==> config.mk <==
export PLATFORM = sky130hd
export DESIGN_NAME = simple_axi_burst_writer
export DESIGN_NICKNAME = d
export VERILOG_FILES = /design/src/rtl/simple_axi_burst_writer.sv
export SDC_FILE = /design/constraint.sdc
export NUM_CORES = 1
export LEC_CHECK = 0
export ABC_AREA = 1
export CORE_ASPECT_RATIO = 0.75
export CORE_MARGIN = 4
export CORE_UTILIZATION = 47
export CTS_BUF_LIST = sky130_fd_sc_hd__clkbuf_2 sky130_fd_sc_hd__clkbuf_4 sky130_fd_sc_hd__clkbuf_8
export DETAILED_ROUTE_END_ITERATION = 7
export GPL_TIMING_DRIVEN = 1
export PLACE_DENSITY = 0.79
export SYNTH_ARGS = -nofsm -noshare
export SYNTH_HDL_FRONTEND = slang
export SYNTH_SLANG_ARGS = --single-unit
==> constraint.sdc <==
create_clock -name clk_i -period 3.5 [get_ports clk_i]
set_input_delay 0.875 -clock clk_i [delete_from_list [all_inputs] [get_ports clk_i]]
set_output_delay 0.875 -clock clk_i [all_outputs]
set_load 0.005 [all_outputs]
==> src/rtl/simple_axi_burst_writer.sv <==
// SimpleAXI write request -> AXI4 INCR bursts, split at MAX_BURST beats and 4 KB boundaries.
// awvalid 2 cycles after accept; W beats pass straight through (no buffering), master stalls on wready.
module simple_axi_burst_writer #(
    parameter int AXI_ADDR_W = 32,
    parameter int AXI_DATA_W = 32,
    parameter int AXI_LEN_W  = 8,
    parameter int AXI_ID_W   = 1,
    parameter int LEN_W      = 16,
    parameter int MAX_BURST  = 256
) (
    input  logic                      clk_i,
    input  logic                      rst_i,
    input  logic                      m_wvalid_i,
    output logic                      m_wready_o,
    input  logic [AXI_ADDR_W-1:0]     m_waddr_i,
    input  logic [AXI_DATA_W-1:0]     m_wdata_i,
    input  logic [LEN_W-1:0]          m_wlen_i,
    output logic                      m_wlast_o,
    output logic                      done_o,
    output logic                      error_o,
    output logic [AXI_ID_W-1:0]       axi_awid_o,
    output logic [AXI_ADDR_W-1:0]     axi_awaddr_o,
    output logic [AXI_LEN_W-1:0]      axi_awlen_o,
    output logic [2:0]                axi_awsize_o,
    output logic [1:0]                axi_awburst_o,
    output logic                      axi_awlock_o,
    output logic [3:0]                axi_awcache_o,
    output logic [2:0]                axi_awprot_o,
    output logic [3:0]                axi_awqos_o,
    output logic                      axi_awvalid_o,
    input  logic                      axi_awready_i,
    output logic [AXI_DATA_W-1:0]     axi_wdata_o,
    output logic [AXI_DATA_W/8-1:0]   axi_wstrb_o,
    output logic                      axi_wlast_o,
    output logic                      axi_wvalid_o,
    input  logic                      axi_wready_i,
    input  logic [AXI_ID_W-1:0]       axi_bid_i,
    input  logic [1:0]                axi_bresp_i,
    input  logic                      axi_bvalid_i,
    output logic                      axi_bready_o
);
    localparam int BYTES = AXI_DATA_W / 8;
    localparam int OFF_W = $clog2(BYTES);

    typedef enum logic [2:0] {S_IDLE, S_CALC, S_ADDR, S_DATA, S_RESP, S_GAP} state_t;

    state_t                r_state;
    state_t                w_next;
    logic [AXI_ADDR_W-1:0] r_addr;
    logic [AXI_ADDR_W-1:0] r_awaddr;
    logic [LEN_W-1:0]      r_rem;
    logic [OFF_W-1:0]      r_tail;
    logic [AXI_LEN_W:0]    r_beats;
    logic [AXI_LEN_W-1:0]  r_cnt;
    logic [AXI_LEN_W-1:0]  r_awlen;
    logic                  r_awvalid;
    logic                  r_bready;
    logic                  r_error;

    logic [LEN_W:0]        w_len_rnd;
    logic [LEN_W-1:0]      w_rem_init;
    logic [12:0]           w_bnd_beats;
    logic [31:0]           w_beats;
    logic                  w_len_zero;
    logic                  w_beat;
    logic                  w_burst_end;
    logic                  w_req_last;
    logic                  w_unused;

    assign w_len_zero  = (m_wlen_i == '0);
    assign w_len_rnd   = {1'b0, m_wlen_i} + (LEN_W+1)'(BYTES - 1);
    assign w_rem_init  = LEN_W'(w_len_rnd >> OFF_W);
    assign w_beat      = (r_state == S_DATA) && m_wvalid_i && axi_wready_i;
    assign w_burst_end = (r_cnt == r_awlen);
    // r_rem is already net of the current burst, so zero here means this burst ends the request
    assign w_req_last  = w_burst_end && (r_rem == '0);
    assign w_unused    = ^{axi_bid_i, m_waddr_i[OFF_W-1:0]};

    always_comb begin
        w_bnd_beats = (13'd4096 - {1'b0, r_addr[11:0]}) >> OFF_W;
        w_beats     = 32'(r_rem);
        if (w_beats > 32'(MAX_BURST)) w_beats = 32'(MAX_BURST);
        if (w_beats > 32'(w_bnd_beats)) w_beats = 32'(w_bnd_beats);
    end

    always_ff @(posedge clk_i or posedge rst_i) begin
        if (rst_i) r_state <= S_IDLE;
        else       r_state <= w_next;
    end

    always_comb begin
        w_next = r_state;
        case (r_state)
            S_IDLE: if (m_wvalid_i && !w_len_zero) w_next = S_CALC;
            S_CALC: w_next = S_ADDR;
            S_ADDR: if (axi_awready_i) w_next = S_DATA;
            S_DATA: if (w_beat && w_burst_end) w_next = S_RESP;
            S_RESP: if (axi_bvalid_i) w_next = S_GAP;
            S_GAP:  w_next = (r_rem == '0) ? S_IDLE : S_CALC;
            default: w_next = S_IDLE;
        endcase
    end

    always_comb begin
        axi_wvalid_o = 1'b0;
        m_wready_o   = 1'b0;
        axi_wdata_o  = '0;
        axi_wlast_o  = 1'b0;
        axi_wstrb_o  = '0;
        m_wlast_o    = 1'b0;
        done_o       = 1'b0;
        case (r_state)
            S_IDLE: done_o = m_wvalid_i && w_len_zero;
            S_DATA: begin
                axi_wvalid_o = m_wvalid_i;
                m_wready_o   = axi_wready_i;
                axi_wdata_o  = m_wdata_i;
                axi_wlast_o  = w_burst_end;
                axi_wstrb_o  = (w_req_last && r_tail != '0) ? ~({BYTES{1'b1}} << r_tail) : '1;
                m_wlast_o    = axi_wready_i && w_req_last;
            end
            S_GAP:  done_o = (r_rem == '0);
            default: ;
        endcase
    end

    always_ff @(posedge clk_i or posedge rst_i) begin
        if (rst_i) begin
            r_addr    <= '0;
            r_awaddr  <= '0;
            r_rem     <= '0;
            r_tail    <= '0;
            r_beats   <= '0;
            r_cnt     <= '0;
            r_awlen   <= '0;
            r_awvalid <= 1'b0;
            r_bready  <= 1'b0;
            r_error   <= 1'b0;
        end else begin
            case (r_state)
                S_IDLE: if (m_wvalid_i) begin
                    r_error <= 1'b0;
                    r_addr  <= {m_waddr_i[AXI_ADDR_W-1:OFF_W], OFF_W'(0)};
                    r_rem   <= w_rem_init;
                    r_tail  <= m_wlen_i[OFF_W-1:0];
                end
                S_CALC: begin
                    r_awaddr  <= r_addr;
                    r_awlen   <= AXI_LEN_W'(w_beats - 32'd1);
                    r_beats   <= (AXI_LEN_W+1)'(w_beats);
                    r_awvalid <= 1'b1;
                end
                S_ADDR: if (axi_awready_i) begin
                    r_awvalid <= 1'b0;
                    r_cnt     <= '0;
                    r_addr    <= r_addr + (AXI_ADDR_W'(r_beats) << OFF_W);
                    r_rem     <= r_rem - LEN_W'(r_beats);
                end
                S_DATA: if (w_beat) begin
                    if (w_burst_end) r_bready <= 1'b1;
                    else             r_cnt    <= r_cnt + AXI_LEN_W'(1);
                end
                S_RESP: if (axi_bvalid_i) begin
                    r_bready <= 1'b0;
                    r_error  <= r_error | (axi_bresp_i != 2'b00);
                end
                default: ;
            endcase
        end
    end

    assign axi_awid_o    = '0;
    assign axi_awaddr_o  = r_awaddr;
    assign axi_awlen_o   = r_awlen;
    assign axi_awsize_o  = 3'(OFF_W);
    assign axi_awburst_o = 2'b01;
    assign axi_awlock_o  = 1'b0;
    assign axi_awcache_o = 4'b0000;
    assign axi_awprot_o  = 3'b000;
    assign axi_awqos_o   = 4'b0000;
    assign axi_awvalid_o = r_awvalid;
    assign axi_bready_o  = r_bready;
    assign error_o       = r_error;

endmodule
### Word level (Yosys, flattened, before mapping)

Index checks and enable logic that the tools add are counted.

* memories: 0
* word-level logic and storage cells: 97
* output and inout bits: 102
* bits in latches: 0
* memory bits (writable): 0
* ROM bits: 0
* register bits: 113

* bitwise logic cells: 2
* mux-type cells: 35
* order comparisons: 2
* add/sub/neg operators: 6
* $mul: 0
* shift-type cells: 1
* div/mod/pow operators: 0
* reductions and logical operators: 26
* eq/ne operators: 14

Operators by type and width (count)
* $mux W32: 3
* $pmux W32 S2: 1
* $mux W16: 3
* $add A32 B11 Y32: 1
* $logic_not A16 Y1: 2
* $pmux W16 S2: 1
* $mux W8: 3
* $pmux W3 S6: 1
* $add A16 B2 Y17 const B: 1
* $gt A16 B11 Y1: 1
* $gt A16 B9 Y1 const B: 1
* $pmux W8 S2: 1
* $sub A16 B9 Y16: 1
* $ne A2 B2 Y1 const B: 7
* $reduce_bool A2 Y1: 7
* $sub A13 B12 Y13 const A: 1
* $mux W3: 4
* $reduce_and A4 Y1: 3
* $mux W1: 11
* $mux W9: 1
* $add A8 B1 Y8 const B: 1
* $eq A8 B8 Y1: 1
* $logic_and A1 B1 Y1: 8
* $mux W4: 2
* 13 further kinds: 20

### Logic depth before layout (Yosys ltp)

Gate-level depths: netlist (run 1).

* word-level depth: 6
* gate-level depth with buffers: 25
* depth with buffers taken out: 25

### Worst setup path after synthesis (run 1)

OpenSTA, ideal clock, no wires.

* path type: reg-to-reg
* start point: reg r_addr[3]
* end point: reg r_awlen[4], in the netlist axi_awlen_o[4]
* arrival: 2.691 ns
* library setup time: 0.130 ns
* required time: 3.370 ns
* slack: 0.679 ns
* cell stages (with the launch flop): 21
* clock period less this slack: 2.821 ns
* cell sequence: dfrtp_1 inv_1 nand3_1 nand3b_1 nor2_1 xor2_1 ha_1 a21o_1 nor2_1 nand2_1 nand2_1 nand2_2 nand2_2 nand2_1 nand2_1 ha_1 inv_1 nor2_1 nand2_1 nand2_1 o211ai_1

* word-level cells in the longest chain between the ends: 4

Ends and longest elaborated chain
* start, declared: line 49 `logic [AXI_ADDR_W-1:0] r_addr;`
* start signal, assigned: line 143 `r_addr <= {m_waddr_i[AXI_ADDR_W-1:OFF_W], OFF_W'(0)};`
* start signal, assigned: line 156 `r_addr <= r_addr + (AXI_ADDR_W'(r_beats) << OFF_W);`
* $sub A13 B12 Y13 *: line 80 `w_bnd_beats = (13'd4096 - {1'b0, r_addr[11:0]}) >> OFF_W;`
* $gt A16 B11 Y1: line 83 `if (w_beats > 32'(w_bnd_beats)) w_beats = 32'(w_bnd_beats);`
* $mux W9 *: line 83
* $sub A8 B1 Y8 *: line 149 `r_awlen <= AXI_LEN_W'(w_beats - 32'd1);`
* end signal, assigned: line 149
* end, declared: line 55 `logic [AXI_LEN_W-1:0] r_awlen;`

Every way passes the cells marked *; elsewhere a longest branch is shown, timed or not.
A chain may end at the register's enable or synchronous reset.

### Final worst setup path (run 1)

* start point: reg r_rem[12]
* end point: out m_wlast_o

* word-level cells in the longest chain between the ends: 4

Ends and longest elaborated chain
* start, declared: line 51 `logic [LEN_W-1:0] r_rem;`
* start signal, assigned: line 144 `r_rem <= w_rem_init;`
* start signal, assigned: line 157 `r_rem <= r_rem - LEN_W'(r_beats);`
* $logic_not A16 Y1: line 76 `assign w_req_last = w_burst_end && (r_rem == '0);`
* $logic_and A1 B1 Y1: line 76
* $logic_and A1 B1 Y1: line 120 `m_wlast_o = axi_wready_i && w_req_last;`
* $mux W1: line 112 `case (r_state)`
* end, declared: line 18 `output logic m_wlast_o,`

No other way between the ends.

==> flow_metrics.py, run 1 <==
metrics = {
    "timing": {
        "worst_pin_slew_ns": 1.01,
        "finalHoldViolCount": 0,
        "drv_slew": 0,
        "min_period_over_period_pct": 97.9,
        "skew_ns": 0.0117,
        "relSlewSlack_pct": 32.5,
        "tns_ns": 0,
        "fmax_mhz": 292,
        "setup_viol": 0,
        "period_needed_ns": 3.42,
    },
    "yosys": {
        "synth_seq_area_share_pct": 34.1,
        "async_reset_ff_share_pct": 100,
        "synth_edf_count": 0,
        "syn_avg_cell_area_sq_um": 6.95,
        "netlist_area_sq_mm": 0.00800,
        "synthTopCellsByArea": "dfrtp_1, nand2_1, inv_1",
        "yosys_warnings": 0,
        "ys.flop_type": "dfrtp_1",
        "synth_top_area_share_pct": 34.1,
        "synth_cell_types": 50,
        "yosysTopAreaCell": "dfrtp_1",
        "synthTopCellsByCount": "nand2_1, inv_1, nor2_1, dfrtp_1, o21ai_0",
        "synthCells": 1151,
        "ys_ff_latch": 109,
        "yosysMostFrequentCell": "nand2_1",
    },
    "setup_path": {
        "cp_common_cell": "nor2_4",
        "setup.worst_path.end": "m_wlast_o",
        "path_max_fanout": 5,
        "ff2ff_setup_slack_ns": 0.20,
        "path_class": "reg2out",
        "crit_path_max_incr_delay_ns": 0.56,
        "reg2reg_from": "r_rem[12]",
        "endpoint_kind": "output pin",
        "path_cells": "nor2_4 -> nand3_4 -> nor3_4 -> nand2_2 -> nor2_4 -> inv_1 -> nor4_2 -> clkdlybuf4s50_1",
        "critical_path.startpoint": "r_rem[12]",
        "worst_r2r_path_depth": 21,
        "crit_arrival_ns": 2.55,
        "rr_endpoint": "axi_awlen_o[7]",
        "required_ns": 2.62,
        "crit_slowest_cell": "clkdlybuf4s50_1",
        "critPathLaunchType": "register",
    },
    "pwr": {
        "p_leak_nw": 5.00,
        "p_seq_share_pct": 27.8,
        "switching_share_pct": 48.0,
        "clock_power_share_pct": 10.3,
        "power_frac_comb_pct": 61.9,
        "p_int_w": 0.00443,
        "ir_drop_v": 0.000354,
        "powerDensity_mw_per_mm2": 826,
        "p_sw_w": 0.00410,
    },
    "global_routing": {
        "busiest_layer": "met2",
        "grt_max_degree": 63,
        "grtUsageMet1_pct": 33.8,
        "met2_usage_pct": 34.0,
        "track_usage_pct": 22.6,
        "antenna_found_initial": 0,
        "grt.overflow.total": 0,
        "grt_pass1_vias": 7214,
        "grt_pass1_wl_um": 35300,
        "grtUsageMet3_pct": 4.21,
    },
    "clock_network": {
        "tritoncts": "yes",
        "cts.path.max_buffers": 2,
        "clkLatencyLatePin_ns": 0.39,
        "root_buffer": "clkbuf_8",
        "htree_levels": 3,
        "cts_sinks": 109,
        "clk_pin_slew_ns": 0.11,
        "cts_inserted_buffers": 9,
    },
    "floorplanning": {
        "fp.dieArea_sq_mm": 0.0192,
        "fp.dieW_um": 159,
        "num_io_pins": 191,
        "rows": 41,
        "initial_core_util_pct": 47.7,
        "core_area_sq_mm": 0.0168,
        "dieHeight_um": 121,
    },
    "placed_design": {
        "dpl_cell_area_sq_mm": 0.00997,
        "hpwlAfterDp_um": 17100,
        "port_buffers": 167,
        "place_congestion": 0.904,
    },
    "route": {
        "drc": 0,
        "antenna_left": 0,
        "dr.pass1.iters": 6,
        "drtIter0Drc": 610,
        "routed_wl_um": 22000,
        "wl_per_cell_um": 14.1,
        "vias": 8023,
        "via_per_inst": 5.16,
    },
    "layout": {
        "final_cell_area_sq_mm": 0.0103,
        "final_nets": 1459,
        "multiInputGateArea_sq_mm": 0.00439,
        "drive_above_1_share_pct": 9.40,
        "fin_util_pct": 61.5,
        "seq_area_sq_mm": 0.00273,
        "nFillCells": 1520,
        "n_antenna_cell": 0,
        "syn2layout_area_growth_pct": 29.1,
    },
    "job": {
        "cap_violations": 0,
    },
    "status": {
        "status": "complete, no violations",
    },
    "min_path": {
        "hold_start": "axi_awaddr_o[7]",
        "hold_path_class": "reg2reg",
    },
}
## registers in the layout (all words and copies together), names as in the netlist
signal	cells
axi_awaddr_o	30
axi_awlen_o	8
axi_awvalid_o	1
axi_bready_o	1
error_o	1
r_addr	30
r_beats	9
r_cnt	8
r_rem	16
r_state	3
r_tail	2
## worst min-delay path by stage
| stage | to | cells past startpoint |
|---|---|---|
| 2_1_floorplan | axi_awaddr_o[13] | 2 |
| 3_3_place_gp | axi_awaddr_o[13] | 2 |
| 3_5_place_dp | axi_awaddr_o[7] | 2 |
| 4_1_cts | axi_awaddr_o[7] | 2 |
| 5_1_grt | axi_awaddr_o[19] | 2 |
| 6_report | axi_awaddr_o[7] | 2 |
## placed cells by master, fill, tap and decap left out, types with 3 or more instances in the layout
master,netlist,layout
nand2_1,241,239
inv_1,184,181
clkdlybuf4s50_1,0,165
dfrtp_1,109,108
nor2_1,110,107
o21ai_0,107,107
nand3_1,70,70
a21oi_1,44,44
buf_4,22,35
ha_1,33,33
conb_1,2,22
xor2_1,17,17
nor3_1,18,17
o211ai_1,15,15
nand4_1,14,14
o21ai_1,14,14
o22ai_1,12,12
inv_2,9,11
nand2_2,12,11
nor2_4,6,9
nor4_1,10,9
or2_2,9,9
clkbuf_8,0,9
xnor2_1,7,7
nor2_2,7,7
a31oi_1,7,7
nand2_4,2,5
nor3_4,3,4
o21ai_2,4,4
nor3_2,3,3
o21bai_1,3,3
o21a_1,3,3
inv_6,0,3
## power groups by stage
| stage | sequential [W] | combinational (W) | clock (W) |
|---|---|---|---|
| after floorplan | 0.00225 | 0.00349 | 0 |
| after global placement | 0.00235 | 0.00501 | 0 |
| final | 0.00237 | 0.00528 | 0.000881 |
| after detailed placement | 0.00237 | 0.00512 | 0 |
| after global routing | 0.00244 | 0.00596 | 0.000952 |
| after CTS | 0.00235 | 0.00517 | 0.000898 |
## routing by layer
metal	vias to the layer above	wire length, um
li1	4056	-
met1	3711	10400
met2	236	9780
met3	20	1540
met4	0	254
met5	-	0
## stage by stage
step	hold slack, ns	worst slack (ns)	instances	total power (W)
5_1_grt	0.522	-0.0327	1555	0.00935
3_5_place_dp	0.473	-0.0976	1532	0.00749
4_1_cts	0.500	0.0375	1548	0.00842
3_3_place_gp	0.457	-0.0869	1532	0.00736
6_report	0.492	0.0751	1555	0.00853
2_1_floorplan	0.465	0.679	1171	0.00574
## kinds of logic (layout without fill, tap and decap cells)
| group | after synthesis | count (layout) | synth area share [%] |
|---|---|---|---|
| compound gates | 221 | 221 | 15.4 |
| xor+xnor | 24 | 24 | 2.63 |
| fa+ha+maj | 35 | 35 | 5.66 |
| flops | 109 | 109 | 34.1 |
| other cells | 2 | 22 | 0.0939 |
| buf+inv | 245 | 414 | 12.8 |
| simple gates | 515 | 515 | 29.3 |
## worst max-delay path: cells and delay by family (launching register included)
family                 cells  cell delay (ns)
and+or+nand+nor            6             1.05
buffers and inverters      2             0.64
DFF                        1             0.46
## area by class of cell
type                    count  share of cell area, %
well taps                 215                   2.61
flip-flops and latches    109                   26.4
clock buffers               9                   1.20
clock inverters             7                  0.994
multi-input cells         817                   42.5
repair buffers            204                   19.1
inverters                 194                   7.11
## timing repair
item                       in CTS  in global routing
buffers inserted                0                  7
pin swaps                       0                  9
hold buffers                    0                  0
gates resized for setup         3                 18
setup endpoints to repair       3                  7
(Power assumes the default switching activity.)
==> inputs of run 2 (changes only) <==
- HOLD_SLACK_MARGIN: unset -> 0.15
==> results of run 2 <==
Final layout, timing and power as in run 1 (identical DEF).
==> inputs of run 3 (changes only) <==
- CORE_UTILIZATION: 47 -> 46
- CTS_BUF_LIST: sky130_fd_sc_hd__clkbuf_2 sky130_fd_sc_hd__clkbuf_4 sky130_fd_sc_hd__clkbuf_8 -> sky130_fd_sc_hd__clkbuf_8 sky130_fd_sc_hd__clkbuf_16
- PLACE_DENSITY: 0.79 -> 0.78
==> flow_metrics.py, run 3 (synthesis results as in run 1) <==
metrics = {
    "floorplanning": {
        "num_io_pins": 191,
        "rows": 41,
        "initial_core_util_pct": 47.2,
        "dieHeight_um": 122,
        "fp.dieArea_sq_mm": 0.0196,
        "core_area_sq_mm": 0.0169,
        "fp.dieW_um": 160,
    },
    "timing": {
        "worst_pin_slew_ns": 0.998,
        "skew_ns": 0.00902,
        "drv_slew": 0,
        "tns_ns": 0,
        "fin_ws_ns": 0.143,
        "relSlewSlack_pct": 33.4,
        "period_needed_ns": 3.36,
        "finalHoldViolCount": 0,
        "setup_viol": 0,
        "min_period_over_period_pct": 95.9,
        "fmax_mhz": 298,
    },
    "placed_design": {
        "port_buffers": 167,
        "place_congestion": 0.922,
        "placed_cells": 1535,
        "hpwlAfterDp_um": 17000,
        "dp_slack_ns": -0.0775,
    },
    "setup_path": {
        "path_class": "reg2out",
        "path_max_fanout": 5,
        "path_cells": "nor2_4 -> nand3_4 -> nor3_4 -> nand2_2 -> nor2_4 -> o211ai_1 -> nand2_1 -> nand2_2 -> clkdlybuf4s50_1",
        "crit_path_max_incr_delay_ns": 0.45,
        "crit_arrival_ns": 2.48,
        "endpoint_kind": "output pin",
        "required_ns": 2.62,
        "critPathLaunchType": "register",
        "crit_slowest_cell": "dfrtp_2",
    },
    "global_routing": {
        "grt_pass1_vias": 7320,
        "grt_max_degree": 110,
        "track_usage_pct": 22.5,
        "grt_pass1_wl_um": 36200,
        "grt.overflow.total": 0,
        "antenna_found_initial": 0,
    },
    "layout": {
        "mostFrequentLayoutCell": "nand2_1",
        "final_cell_mix": "nand2_1, inv_1, clkdlybuf4s50_1",
        "final_nets": 1461,
        "syn2layout_area_growth_pct": 30.2,
        "drive_above_1_share_pct": 9.61,
        "n_antenna_cell": 0,
        "layout.cells.non_filler": 1557,
    },
    "job": {
        "cap_violations": 0,
    },
    "clock_network": {
        "cts_sinks": 109,
        "cts_inserted_buffers": 9,
        "hold_buffers": 0,
        "tritoncts": "yes",
        "clk_pin_slew_ns": 0.08,
        "htree_levels": 3,
        "cts.path.max_buffers": 2,
        "root_buffer": "clkbuf_16",
        "clkLatencyLatePin_ns": 0.36,
    },
    "pwr": {
        "total_power_w": 0.00874,
        "p_leak_nw": 5.08,
        "powerDensity_mw_per_mm2": 839,
        "ir_drop_v": 0.000422,
    },
    "route": {
        "antenna_left": 0,
        "drc": 0,
        "dr.pass1.iters": 6,
        "via_per_inst": 5.19,
        "drtIter0Drc": 801,
        "vias": 8087,
        "routed_wl_um": 22500,
        "wl_per_cell_um": 14.4,
    },
    "min_path": {
        "hold_path_class": "reg2reg",
    },
    "status": {
        "status": "complete, no violations",
    },
}
-- run 3: cell count changes in the layout (fill, tap and decap cells not counted), moves of 2 or more --
cell,change
clkdlybuf4s50_1,-2
buf_4,+3
clkbuf_8,-9
clkbuf_16,+9
dlymetal6s2s_1,+2
-- run 3: final timing paths --
path,startpoint,endpoint,slack [ns],cells after the start
hold / removal,axi_awaddr_o[13],axi_awaddr_o[13],0.48,2
min in group asynchronous,rst_i,axi_awaddr_o[10],1.02,3
max in group asynchronous,rst_i,r_rem[12],2.01,3
setup reg to reg,r_rem[12],axi_awlen_o[6],0.22,23
setup / recovery,r_rem[12],axi_wstrb_o[1],0.14,9
hold reg to reg,axi_awaddr_o[13],axi_awaddr_o[13],0.48,2
-- run 3: report_power, final --
part           internal (W)  switching [W]  leakage [nW]  total, W
logic               0.00217        0.00313          3.58   0.00530
clock network      0.000566       0.000505         0.151   0.00107
registers           0.00183       0.000538          1.35   0.00237
-- run 3: repair_timing --
item | CTS | global route
setup endpoints to repair | 3 | 9
pin swaps | 0 | 5
hold endpoints to repair | 0 | 0
setup buffers | 0 | 6
gates resized for setup | 2 | 23
-- run 3: stage by stage --
stage / util, % / hold slack, ns / area, sq um
floorplan: - / 0.465 / 8080
global placement: 59.0 / 0.455 / 9980
detailed placement: 59.0 / 0.469 / 9980
CTS: 60.8 / 0.487 / 10300
global route: 61.5 / 0.508 / 10400
finish: 61.5 / 0.481 / 10400
-- run 3: critical path: cells and delay by family (launching register included) --
kind                   cells  cell delay (ns)
and+or+nand+nor            7             1.07
DFF                        1             0.45
buffers and inverters      1             0.44
AOI/OAI and AO/OA          1             0.15
-- run 3: final cells by class --
type,count,area [sq um]
fill,1503,6510
sequential,109,2730
clock inverter,7,78.8
clock buffer,9,225
inverter,194,734
multi-input combinational,817,4400
tap,215,269
timing repair buffer,206,1980
-- run 3: layer usage --
metal / vias to the layer above / track usage, % / part of all wire, %
li1: 4059 / - / -
met1: 3685 / 34.1 / 47
met2: 314 / 33.6 / 44
met3: 29 / 4.13 / 6.9
met4: 0 / 4.84 / 1.4
met5: - / 0 / 0
